### src/rtl/uart_rx_fifo.sv
// Receive byte FIFO behind the UART receiver: strobed bytes in, valid/ready out, sticky overrun flag.
// Define UART_RX_FIFO_OVERRUN_CNT_EN to build the saturating dropped-byte counter on overrun_cnt_o.
module uart_rx_fifo #(
    parameter int Depth = 16
) (
    input  logic                     clk_i,
    input  logic                     rst_i,
    input  logic                     rx_stb_i,
    input  logic [7:0]               rx_data_i,
    output logic [7:0]               data_o,
    output logic                     valid_o,
    input  logic                     ready_i,
    output logic [$clog2(Depth):0]   level_o,
    output logic                     overrun_o,
    input  logic                     overrun_clr_i,
    output logic [7:0]               overrun_cnt_o
);
    localparam int AW = $clog2(Depth);
    localparam int PW = AW + 1;

    logic [Depth-1:0][7:0] mem;
    logic [PW-1:0]         wr_ptr, rd_ptr;
    logic                  full, push, pop, drop;
    logic                  overrun_q;

    // Extra pointer bit separates full from empty; the difference is the fill level.
    assign level_o = wr_ptr - rd_ptr;
    assign valid_o = (level_o != '0);
    assign full    = (level_o == PW'(Depth));
    assign pop     = valid_o && ready_i;
    assign push    = rx_stb_i && (!full || pop);
    assign drop    = rx_stb_i && full && !pop;
    assign data_o  = mem[rd_ptr[AW-1:0]];

    always_ff @(posedge clk_i or posedge rst_i) begin
        if (rst_i) begin
            wr_ptr <= '0;
            rd_ptr <= '0;
        end else begin
            if (push) wr_ptr <= wr_ptr + 1'b1;
            if (pop)  rd_ptr <= rd_ptr + 1'b1;
        end
    end

    // Storage is not reset; valid_o masks stale contents.
    always_ff @(posedge clk_i) begin
        if (push) mem[wr_ptr[AW-1:0]] <= rx_data_i;
    end

    // A drop in the same cycle as a clear keeps the flag set.
    always_ff @(posedge clk_i or posedge rst_i) begin
        if (rst_i)              overrun_q <= 1'b0;
        else if (drop)          overrun_q <= 1'b1;
        else if (overrun_clr_i) overrun_q <= 1'b0;
    end
    assign overrun_o = overrun_q;

`ifdef UART_RX_FIFO_OVERRUN_CNT_EN
    logic [7:0] cnt_q;
    always_ff @(posedge clk_i or posedge rst_i) begin
        if (rst_i)                        cnt_q <= '0;
        else if (overrun_clr_i)           cnt_q <= drop ? 8'd1 : 8'd0;
        else if (drop && cnt_q != 8'hFF)  cnt_q <= cnt_q + 8'd1;
    end
    assign overrun_cnt_o = cnt_q;
`else
    assign overrun_cnt_o = '0;
`endif

endmodule

### config.mk
export PLATFORM = sky130hd
export DESIGN_NAME = uart_rx_fifo
export DESIGN_NICKNAME = d
export VERILOG_FILES = /design/src/rtl/uart_rx_fifo.sv
export SDC_FILE = /design/constraint.sdc
export NUM_CORES = 1
export LEC_CHECK = 0
export ABC_CLOCK_PERIOD_IN_PS = 4200
export CAP_MARGIN = 0
export CORE_MARGIN = 2
export CORE_UTILIZATION = 46
export DETAILED_ROUTE_END_ITERATION = 16
export PLACE_DENSITY_LB_ADDON = 0.05
export SLEW_MARGIN = 25
export SYNTH_ARGS = -nofsm -noshare
export SYNTH_HDL_FRONTEND = slang
export SYNTH_SLANG_ARGS = --single-unit
### constraint.sdc
create_clock -name clk_i -period 4.2 [get_ports clk_i]
set_input_delay 0.84 -clock clk_i [delete_from_list [all_inputs] [get_ports clk_i]]
set_output_delay 0.84 -clock clk_i [all_outputs]
set_load 0.02 [all_outputs]
* Yosys cells after proc, flatten, opt, wreduce, memory -nomap -nowiden
Cells that the tools add are included.
Word-level totals: register bits after elaboration 139, output and inout port bits 23, word-level logic and storage cells 43
Operators by class: $add $sub $neg 3, order comparisons 3, equal/unequal tests 1, mux-type cells 7, reduce and logical (&&, ||, !) cells 10
Operator list (number):
- $bwmux 128 | 1
- $bmux 8 s4 | 1
- $demux 8 s4 | 1
- $mux 8 | 2
- $add 5x1->5 const B | 2
- $lt 4x5->1 const B | 2
- $eq 5x5->1 const B | 1
- $logic_and 1x1->1 | 5
- $reduce_bool 5->1 | 1
- $sub 5x5->5 | 1
- $ge 4x1->1 const B | 1
- $logic_not 1->1 | 2
- $mux 1 | 2
- $reduce_bool 2->1 | 1
- $logic_or 1x1->1 | 1

* Depth between registers and ports, before layout
Gate-level depths: netlist of the first run.
word-level depth 6, gate-level depth with buffers 10, gate-level depth less buffers 9

* Worst setup path after synthesis of the first run
No wires, ideal clock.
path type reg2reg, start point reg rd_ptr[2], end point reg mem[10] (netlist name) (enable), data arrival time 3.113 ns, path slack 0.692 ns, cell stages (with the launch flop) 10, path buffers 2, cell sequence dfrtp_1 > buf_2 > buf_2 > clkinv_1 > ha_1 > xnor2_2 > a211oi_2 > nor2_4 > nor3_4 > nor4_1
Between the ends: longest elaborated chain between the ends 5, elaborated cells on any way between the ends 7
Ends and longest elaborated chain:
- from (decl) | RTL line 22 | logic [PW-1:0] wr_ptr, rd_ptr;
- from (signal assigned) | RTL line 41 | if (pop) rd_ptr <= rd_ptr + 1'b1;
- $sub 5x5->5 * | RTL line 27 | assign level_o = wr_ptr - rd_ptr;
- via level_o[2] | RTL line 13 | output logic [$clog2(Depth):0] level_o,
- $eq 5x5->1 / $reduce_bool 5->1 (equally long branches) | RTL line 29, 28
- $logic_not 1->1 / $logic_and 1x1->1 (equally long branches) | RTL line 31, 30
- $logic_or 1x1->1 * | RTL line 31 | assign push = rx_stb_i && (!full || pop);
- $logic_and 1x1->1 * | RTL line 31
- to (signal, indexed assignment) | RTL line 47 | if (push) mem[wr_ptr[AW-1:0]] <= rx_data_i;
- to (decl) | RTL line 21 | logic [Depth-1:0][7:0] mem;
Mark *: on every way through the listed nets, which the timed path passes. The rest lies on a longest branch. A chain may end at the register's enable or synchronous reset.

* Worst setup path after layout of the first run
start point reg wr_ptr[0], end point out valid_o
Between the ends: longest elaborated chain between the ends 2
Ends and longest elaborated chain:
- from (decl) | RTL line 22
- from (signal assigned) | RTL line 40 | if (push) wr_ptr <= wr_ptr + 1'b1;
- $sub 5x5->5 | RTL line 27
- $reduce_bool 5->1 | RTL line 28 | assign valid_o = (level_o != '0);
- to (decl) | RTL line 11 | output logic valid_o,
Every way passes these cells.

==> results_tabular.tex, run 1 <==
\begin{tabular}{lr}
\hline
Metric & Value \\
\hline
\multicolumn{2}{l}{\textbf{Yosys}} \\
Number of synthesis warnings & 0 \\
Biggest area contributors in the synthesized netlist & edfxtp\_1 65\%, mux4\_2 12\%, dfrtp\_1 4.7\% \\
Share of the synthesized area in the top cell type & 0.651 \\
Sequential fraction of the synthesis area & 0.697 \\
Cell taking the most area after synthesis & edfxtp\_1 \\
Prevailing post-synth register cell & edfxtp\_1 \\
Most frequent cells after synthesis & 128 x edfxtp\_1, 39 x nand2\_1, 32 x mux4\_2 \\
Post-Synthesis Cell Area & 5910 um2 \\
Number of flops mapped to enable cells by yosys & $\sim$130 \\
Synth unique cells & 45 \\
Most numerous cell in the Yosys netlist & edfxtp\_1 \\
Flop and latch count out of synthesis & 139 \\
Share of synthesized flip-flops with an asynchronous set or reset & 0.0791 \\
Syn avg cell area & roughly 18 um2 \\
Number of cells produced by synthesis & 328 \\
\multicolumn{2}{l}{\textbf{Routing}} \\
Routed vias & 3044 \\
Antenna Violating Nets Remaining & 0 \\
Final WL & 12.6 mm \\
Iteration count of the initial detailed-routing pass & 4 \\
DRC violation count after routing & 0 \\
Avg WL per Cell & between 20 and 25 um \\
Detail-routed via count per cell & 5.44 \\
DRT iter0 DRCs & 134 \\
\multicolumn{2}{l}{\textbf{Floorplan}} \\
Top Ports & 36 \\
Number of rows created at floorplan & 41 \\
Area of the die & 13800 um2 \\
Vert. Die Dim & approximately 120 um \\
Die X-Extent & around 120 um \\
Initial core utilization & 0.470 \\
Placeable core region & between 10000 and 15000 um2 \\
\multicolumn{2}{l}{\textbf{STA}} \\
Max Clock Skew & 6.62 ps \\
RSZ-0062 raised after global routing & false \\
Setup\_tns & 0 ps \\
Hold violation count in the final report & 0 \\
Final period utilization & 0.934 \\
Max Transition Viols Final & 0 \\
Worst slew margin relative to its limit & 0.407 \\
Peak Freq & 0.255 GHz \\
Fin crit period & 3920 ps \\
Slew at the pin with the worst max-slew slack & 886 ps \\
Setup violations, final & 0 \\
\multicolumn{2}{l}{\textbf{Setup path}} \\
Setup slack of the most critical reg-to-reg path & 770 ps \\
Critical R2R Capture & mem[42]\$\_DFFE\_PP\_ \\
Arrival time of data at the critical path endpoint & between 3000 and 4000 ps \\
CP Capture Type & output port \\
Path depth of the worst reg2reg path & 9 \\
Reg2Reg Launch Point & wr\_ptr[0]\$\_DFFE\_PP0P\_ \\
Type of origin of the critical path & flip-flop \\
Data required time of the worst path & 3360 ps \\
Worst-path maximum fanout & 7 \\
Category of the most critical setup path & reg -> out \\
\multicolumn{2}{l}{\textbf{Status}} \\
Status & complete, no violations \\
\multicolumn{2}{l}{\textbf{Clock network}} \\
Hold buffer count at cts & 0 \\
Setup repair bufs after CTS & 0 \\
CTS resizes & 0 \\
Buffer depth of the longest clock path & 2 \\
Clock tree from TritonCTS & yes \\
Clock root buffer & clkbuf\_16 \\
Maximum level of the CTS H-tree & 4 \\
Insertion delay to the later sink of the worst-skew pair & 410 ps \\
Clock-pin transition on the worst setup and hold timing paths & 50 ps \\
Cts bufs inserted & 17 \\
CTS sink count & 139 \\
\multicolumn{2}{l}{\textbf{Worst hold path}} \\
Worst Hold Path EP & wr\_ptr[4]\$\_DFFE\_PP0P\_ \\
Worst hold stages & 1 \\
Startpoint of the tightest hold check path & wr\_ptr[4]\$\_DFFE\_PP0P\_ \\
Worst hold-check path type & reg -> reg \\
\multicolumn{2}{l}{\textbf{Cells and area}} \\
Filler cells & roughly 1000 \\
Antenna cells & 0 \\
Fin util & 0.553 \\
Area overhead of the layout relative to synthesis & 17.7\% \\
Layout cell share with drive strength beyond 1 & 0.227 \\
Layout net count & 398 \\
\multicolumn{2}{l}{\textbf{GRT}} \\
Maximum number of pins on one net before global-route repair & 36 \\
Initial antenna violation count & 0 \\
Via count of the first global-routing pass & around 3200 \\
Remaining global-route overflow & 0 \\
Wire length of the first global-routing pass & 19.5 mm \\
Total global-route track usage & 0.197 \\
\multicolumn{2}{l}{\textbf{Power}} \\
PD cells & 783 nW/um2 \\
Total design power & $\sim$5400 uW \\
P\_leak & around 0.0024 uW \\
Highest ir drop seen on vdd & between 200 and 300 uV \\
\multicolumn{2}{l}{\textbf{Placed design}} \\
Final weighted congestion of routability-driven global placement & $\sim$0.8 \\
Number of buffers inserted by port buffering & 27 \\
DPL Wire Length & 8.08 mm \\
\multicolumn{2}{l}{\textbf{Flow run}} \\
Reported max-cap violation count & 0 \\
\hline
\end{tabular}
[cell usage in the layout (no fill, tap or decap), types with 3 or more instances in the layout]
cell / Yosys / final
edfxtp_1: 128 / 128
nand2_1: 39 / 39
mux4_2: 32 / 32
clkdlybuf4s50_1: 0 / 27
clkbuf_16: 0 / 17
buf_4: 11 / 16
nor3_1: 11 / 11
dfrtp_1: 11 / 10
and3_1: 9 / 9
ha_1: 9 / 9
xnor2_1: 8 / 8
inv_1: 8 / 8
a31oi_1: 8 / 8
conb_1: 1 / 8
clkinv_1: 2 / 7
nor2_1: 5 / 5
clkbuf_1: 5 / 4
nand2b_1: 3 / 3
clkinv_2: 0 / 3
[flip-flops by register name (all words and copies together) (netlist names)]
signal and count:
mem 128, wr_ptr 5, rd_ptr 5, overrun_o 1
[worst max-delay path, cell delays in order, from the launching register on]
cell and delay, ps:
dfrtp_1 430, inv_1 120, ha_1 230, fa_1 420, nand2b_1 200, a21oi_4 200, xor2_4 360, o21ai_0 140
clkdlybuf4s50_1 560
[final cells by class]
type | count | area [um2] | area share
Clock buffer | 21 | 440 | 0.0633
Clock inverter | 11 | 78.8 | 0.0113
Inverter | 11 | 41.3 | 0.00594
Multi-Input combinational cell | 163 | 1670 | 0.240
Sequential cell | 139 | 4120 | 0.593
Tap cell | 172 | 215 | 0.0310
Timing Repair Buffer | 43 | 390 | 0.0561
[metrics by stage]
stage | worst slack (ps) | hold WS [ps] | instance area [um2] | std cells
3_3_place_gp | 758 | 481 | 6420 | 528
5_1_grt | 79.8 | 508 | 6950 | 560
4_1_cts | 240 | 492 | 6950 | 560
3_5_place_dp | 684 | 484 | 6430 | 528
2_1_floorplan | 692 | 464 | 5930 | 335
6_report | 278 | 485 | 6950 | 560
[kinds of logic (layout without fill, tap and decap cells)]
group,after synthesis,count (layout),synth area share
DFF,139,139,0.697
and+or+nand+nor,77,77,0.0678
muxes,34,34,0.126
buffers and inverters,33,86,0.0288
AOI/OAI and AO/OA,22,22,0.0352
xor gates and xnor gates,12,12,0.0222
adders and majority gates,10,10,0.0224
other,1,8,0.000635
[power by group]
part	internal (uW)	switching, uW	leakage (uW)	total [uW]
combinational	985	1330	0.000823	2310
clock	798	517	0.000248	1310
sequential	1700	119	0.00129	1820
total	3480	1960	0.00236	5450
[worst max-delay path by stage]
stage / slack [ps] / to / cells past startpoint / start
2_1_floorplan: 690 / mem[10]$_DFFE_PP_ / 9 / rd_ptr[2]$_DFFE_PP0P_
3_5_place_dp: 680 / mem[47]$_DFFE_PP_ / 9 / wr_ptr[0]$_DFFE_PP0P_
6_report: 280 / valid_o / 8 / wr_ptr[0]$_DFFE_PP0P_
4_1_cts: 240 / valid_o / 8 / wr_ptr[0]$_DFFE_PP0P_
3_3_place_gp: 760 / valid_o / 8 / wr_ptr[0]$_DFFE_PP0P_
5_1_grt: 80 / valid_o / 8 / wr_ptr[0]$_DFFE_PP0P_
[layer usage]
metal / vias to the layer above / GRT usage / part of all wire
met4: 0 / 0.0783 / 0.017
met3: 19 / 0.0394 / 0.038
li1: 1364 / - / -
met5: - / 0 / 0
met1: 1586 / 0.279 / 0.46
met2: 75 / 0.304 / 0.49
No activity file was read; power rests on OpenSTA's default activity.
==> run 2: changes to the inputs <==
- ABC_CLOCK_PERIOD_IN_PS: 4200 -> 4400
- CORE_MARGIN: 2 -> not set
- GPL_ROUTABILITY_DRIVEN: not set -> 0
- clock period: 4.2 -> 4.4 ns (I/O delays scaled with it)
==> run 2 against run 1 <==
Clock power is essentially flat. Final cell count shrank 0.54%. Setup slack improved by 190 ps. Flip-flop and latch count unchanged. Critical path type unchanged.
==> results_tabular.tex, run 2 (synthesized netlist as in run 1, its figures left out) <==
\begin{tabular}{lr}
\hline
Metric & Value \\
\hline
\multicolumn{2}{l}{\textbf{Clock network}} \\
Clock tree from TritonCTS & yes (unchanged) \\
Cts bufs inserted & 17 (unchanged) \\
CTS resizes & 0 (unchanged) \\
Clock-pin transition on the worst setup and hold timing paths & 60 ps (was 50 ps) \\
Setup repair bufs after CTS & 0 (unchanged) \\
Buffer depth of the longest clock path & 2 (unchanged) \\
CTS sink count & 139 (unchanged) \\
Maximum level of the CTS H-tree & 4 (unchanged) \\
Insertion delay to the later sink of the worst-skew pair & 410 ps (about the same) \\
Hold buffer count at cts & 0 (unchanged) \\
Clock root buffer & clkbuf\_16 (unchanged) \\
\multicolumn{2}{l}{\textbf{Worst hold path}} \\
Worst Hold Path EP & wr\_ptr[4]\$\_DFFE\_PP0P\_ (unchanged) \\
Startpoint of the tightest hold check path & wr\_ptr[4]\$\_DFFE\_PP0P\_ (unchanged) \\
Worst hold-check path type & reg -> reg (unchanged) \\
Worst hold stages & 1 (unchanged) \\
\multicolumn{2}{l}{\textbf{STA}} \\
Fin crit period & about 3900 ps \\
Hold violation count in the final report & 0 (unchanged) \\
Hold slack final & 491 ps (was 485 ps) \\
Worst Slack Setup Final & 465 ps (was 278 ps) \\
Worst slew margin relative to its limit & 0.415 (was 0.407) \\
Slew at the pin with the worst max-slew slack & 874 ps (was 886 ps) \\
RSZ-0062 raised after global routing & false (unchanged) \\
Max Transition Viols Final & 0 (unchanged) \\
Final period utilization & 0.894 \\
Peak Freq & 0.254 GHz \\
Max Clock Skew & 6.79 ps (was 6.62 ps) \\
Setup violations, final & 0 (unchanged) \\
Setup\_tns & 0 ps (unchanged) \\
\multicolumn{2}{l}{\textbf{Flow run}} \\
Reported max-cap violation count & 0 (unchanged) \\
\multicolumn{2}{l}{\textbf{Power}} \\
PD cells & 750 nW/um2 (was 783 nW/um2) \\
Highest ir drop seen on vdd & 366 uV (was 260 uV) \\
P\_leak & 0.00237 uW (was 0.00236 uW) \\
Total design power & 5240 uW (was 5450 uW) \\
\multicolumn{2}{l}{\textbf{Cells and area}} \\
Largest register FFs & 128 (unchanged) \\
Leading cell type in the layout, fill and taps excluded & edfxtp\_1 (unchanged) \\
Final cell count without fillers & 557 (was 560) \\
Area overhead of the layout relative to synthesis & 18.1\% (was 17.7\%) \\
Layout net count & 396 (was 398) \\
Filler cells & 1001 (was 1011) \\
Layout cell share with drive strength beyond 1 & 0.244 (was 0.227) \\
Highest-count cells in the layout ignoring fill and taps & 128 x edfxtp\_1, 39 x nand2\_1, 32 x mux4\_2 (unchanged) \\
Antenna cells & 0 (unchanged) \\
\multicolumn{2}{l}{\textbf{Placed design}} \\
DPL Wire Length & 7.79 mm (was 8.08 mm) \\
Number of buffers inserted by port buffering & 27 (unchanged) \\
Worst Setup Slack post-DPL & 871 ps (was 684 ps) \\
Post-placement cell count & 526 (was 528) \\
\multicolumn{2}{l}{\textbf{Status}} \\
Status & complete, no violations (unchanged) \\
\multicolumn{2}{l}{\textbf{Setup path}} \\
Data required time of the worst path & 3520 ps (was 3360 ps) \\
Category of the most critical setup path & reg -> out (unchanged) \\
Worst-path maximum fanout & 7 (unchanged) \\
Path depth of the worst reg2reg path & 8 (was 9) \\
Arrival time of data at the critical path endpoint & 3050 ps (was 3080 ps) \\
Type of origin of the critical path & flip-flop (unchanged) \\
Reg2Reg Launch Point & wr\_ptr[0]\$\_DFFE\_PP0P\_ (unchanged) \\
Setup slack of the most critical reg-to-reg path & 1180 ps (was 770 ps) \\
CP Capture Type & output port (unchanged) \\
Critical R2R Capture & mem[56]\$\_DFFE\_PP\_ (was mem[42]\$\_DFFE\_PP\_) \\
\multicolumn{2}{l}{\textbf{GRT}} \\
Via count of the first global-routing pass & 3056 (was 3198) \\
Maximum number of pins on one net before global-route repair & 36 (unchanged) \\
Initial antenna violation count & 0 (unchanged) \\
Total global-route track usage & 0.204 (was 0.197) \\
Remaining global-route overflow & 0 (unchanged) \\
Wire length of the first global-routing pass & 18.3 mm (was 19.5 mm) \\
\multicolumn{2}{l}{\textbf{Routing}} \\
Final WL & 12.1 mm (was 12.6 mm) \\
Iteration count of the initial detailed-routing pass & 4 (unchanged) \\
Metal3 WL & 469 um (was 474 um) \\
DR WL met2 & 5.83 mm (was 6.18 mm) \\
Avg WL per Cell & 21.7 um (was 22.5 um) \\
Routed length on met1 & 5.64 mm (was 5.75 mm) \\
DRC violation count after routing & 0 (unchanged) \\
Routed vias & 2956 (was 3044) \\
DRT iter0 DRCs & 272 (was 134) \\
Highest signal layer in the routed design & met4 (unchanged) \\
Detail-routed via count per cell & 5.31 (was 5.44) \\
Antenna Violating Nets Remaining & 0 (unchanged) \\
\multicolumn{2}{l}{\textbf{Floorplan}} \\
Number of rows created at floorplan & 41 (unchanged) \\
Initial core utilization & 0.470 (unchanged) \\
Placeable core region & 12600 um2 (unchanged) \\
Area of the die & 13300 um2 (was 13800 um2) \\
Die X-Extent & 115 um (was 117 um) \\
Vert. Die Dim & 115 um (was 117 um) \\
Top Ports & 36 (unchanged) \\
\hline
\end{tabular}
run 2: cell types whose count changed in the layout (fill, tap and decap cells not counted), sizes merged:
cell    before  now
clkbuf      21   17
buf         16   14
inv          9   11
clkinv      10   11
run 2: area by class of cell:
class	instances	area [um2]	area share
clock buffers	17	425	0.0610
flip-flops and latches	139	4120	0.590
repair buffers	41	375	0.0538
inverters	11	41.3	0.00592
multi-input cells	163	1680	0.240
clock inverters	14	125	0.0179
well taps	172	215	0.0308
run 2: how the worst max path moves through the flow:
| stage | start | to | slack, ps |
|---|---|---|---|
| after floorplan | rd_ptr[2]$_DFFE_PP0P_ | mem[10]$_DFFE_PP_ | 890 |
| after global placement | wr_ptr[0]$_DFFE_PP0P_ | valid_o | 920 |
| after detailed placement | wr_ptr[0]$_DFFE_PP0P_ | valid_o | 870 |
| after CTS | wr_ptr[0]$_DFFE_PP0P_ | valid_o | 440 |
| after global routing | wr_ptr[0]$_DFFE_PP0P_ | valid_o | 320 |
| final | wr_ptr[0]$_DFFE_PP0P_ | valid_o | 470 |
run 2: worst max-delay path, cell delays in order (launching register included):
cell	delay, ps
dfrtp_1	420
inv_1	110
ha_1	230
fa_1	420
nand2b_1	200
a21oi_4	200
xor2_4	360
o21ai_0	140
clkdlybuf4s50_1	560
run 2: through the flow:
step | cell area [um2] | util
2_1_floorplan | 5930 | -
3_3_place_gp | 6410 | 0.510
3_5_place_dp | 6410 | 0.510
4_1_cts | 6960 | 0.554
5_1_grt | 6980 | 0.555
6_report | 6980 | 0.555
run 2: report_power, final:
| group | internal, uW | switching, uW |
|---|---|---|
| clock | 775 | 535 |
| sequential | 1620 | 111 |
| combinational | 930 | 1260 |
run 2: layer usage:
| layer | GRT usage | vias up |
|---|---|---|
| met2 | 0.307 | 72 |
| met3 | 0.0559 | 5 |
| met1 | 0.289 | 1519 |
| met5 | 0 | - |
| li1 | - | 1360 |
| met4 | 0.0667 | 0 |
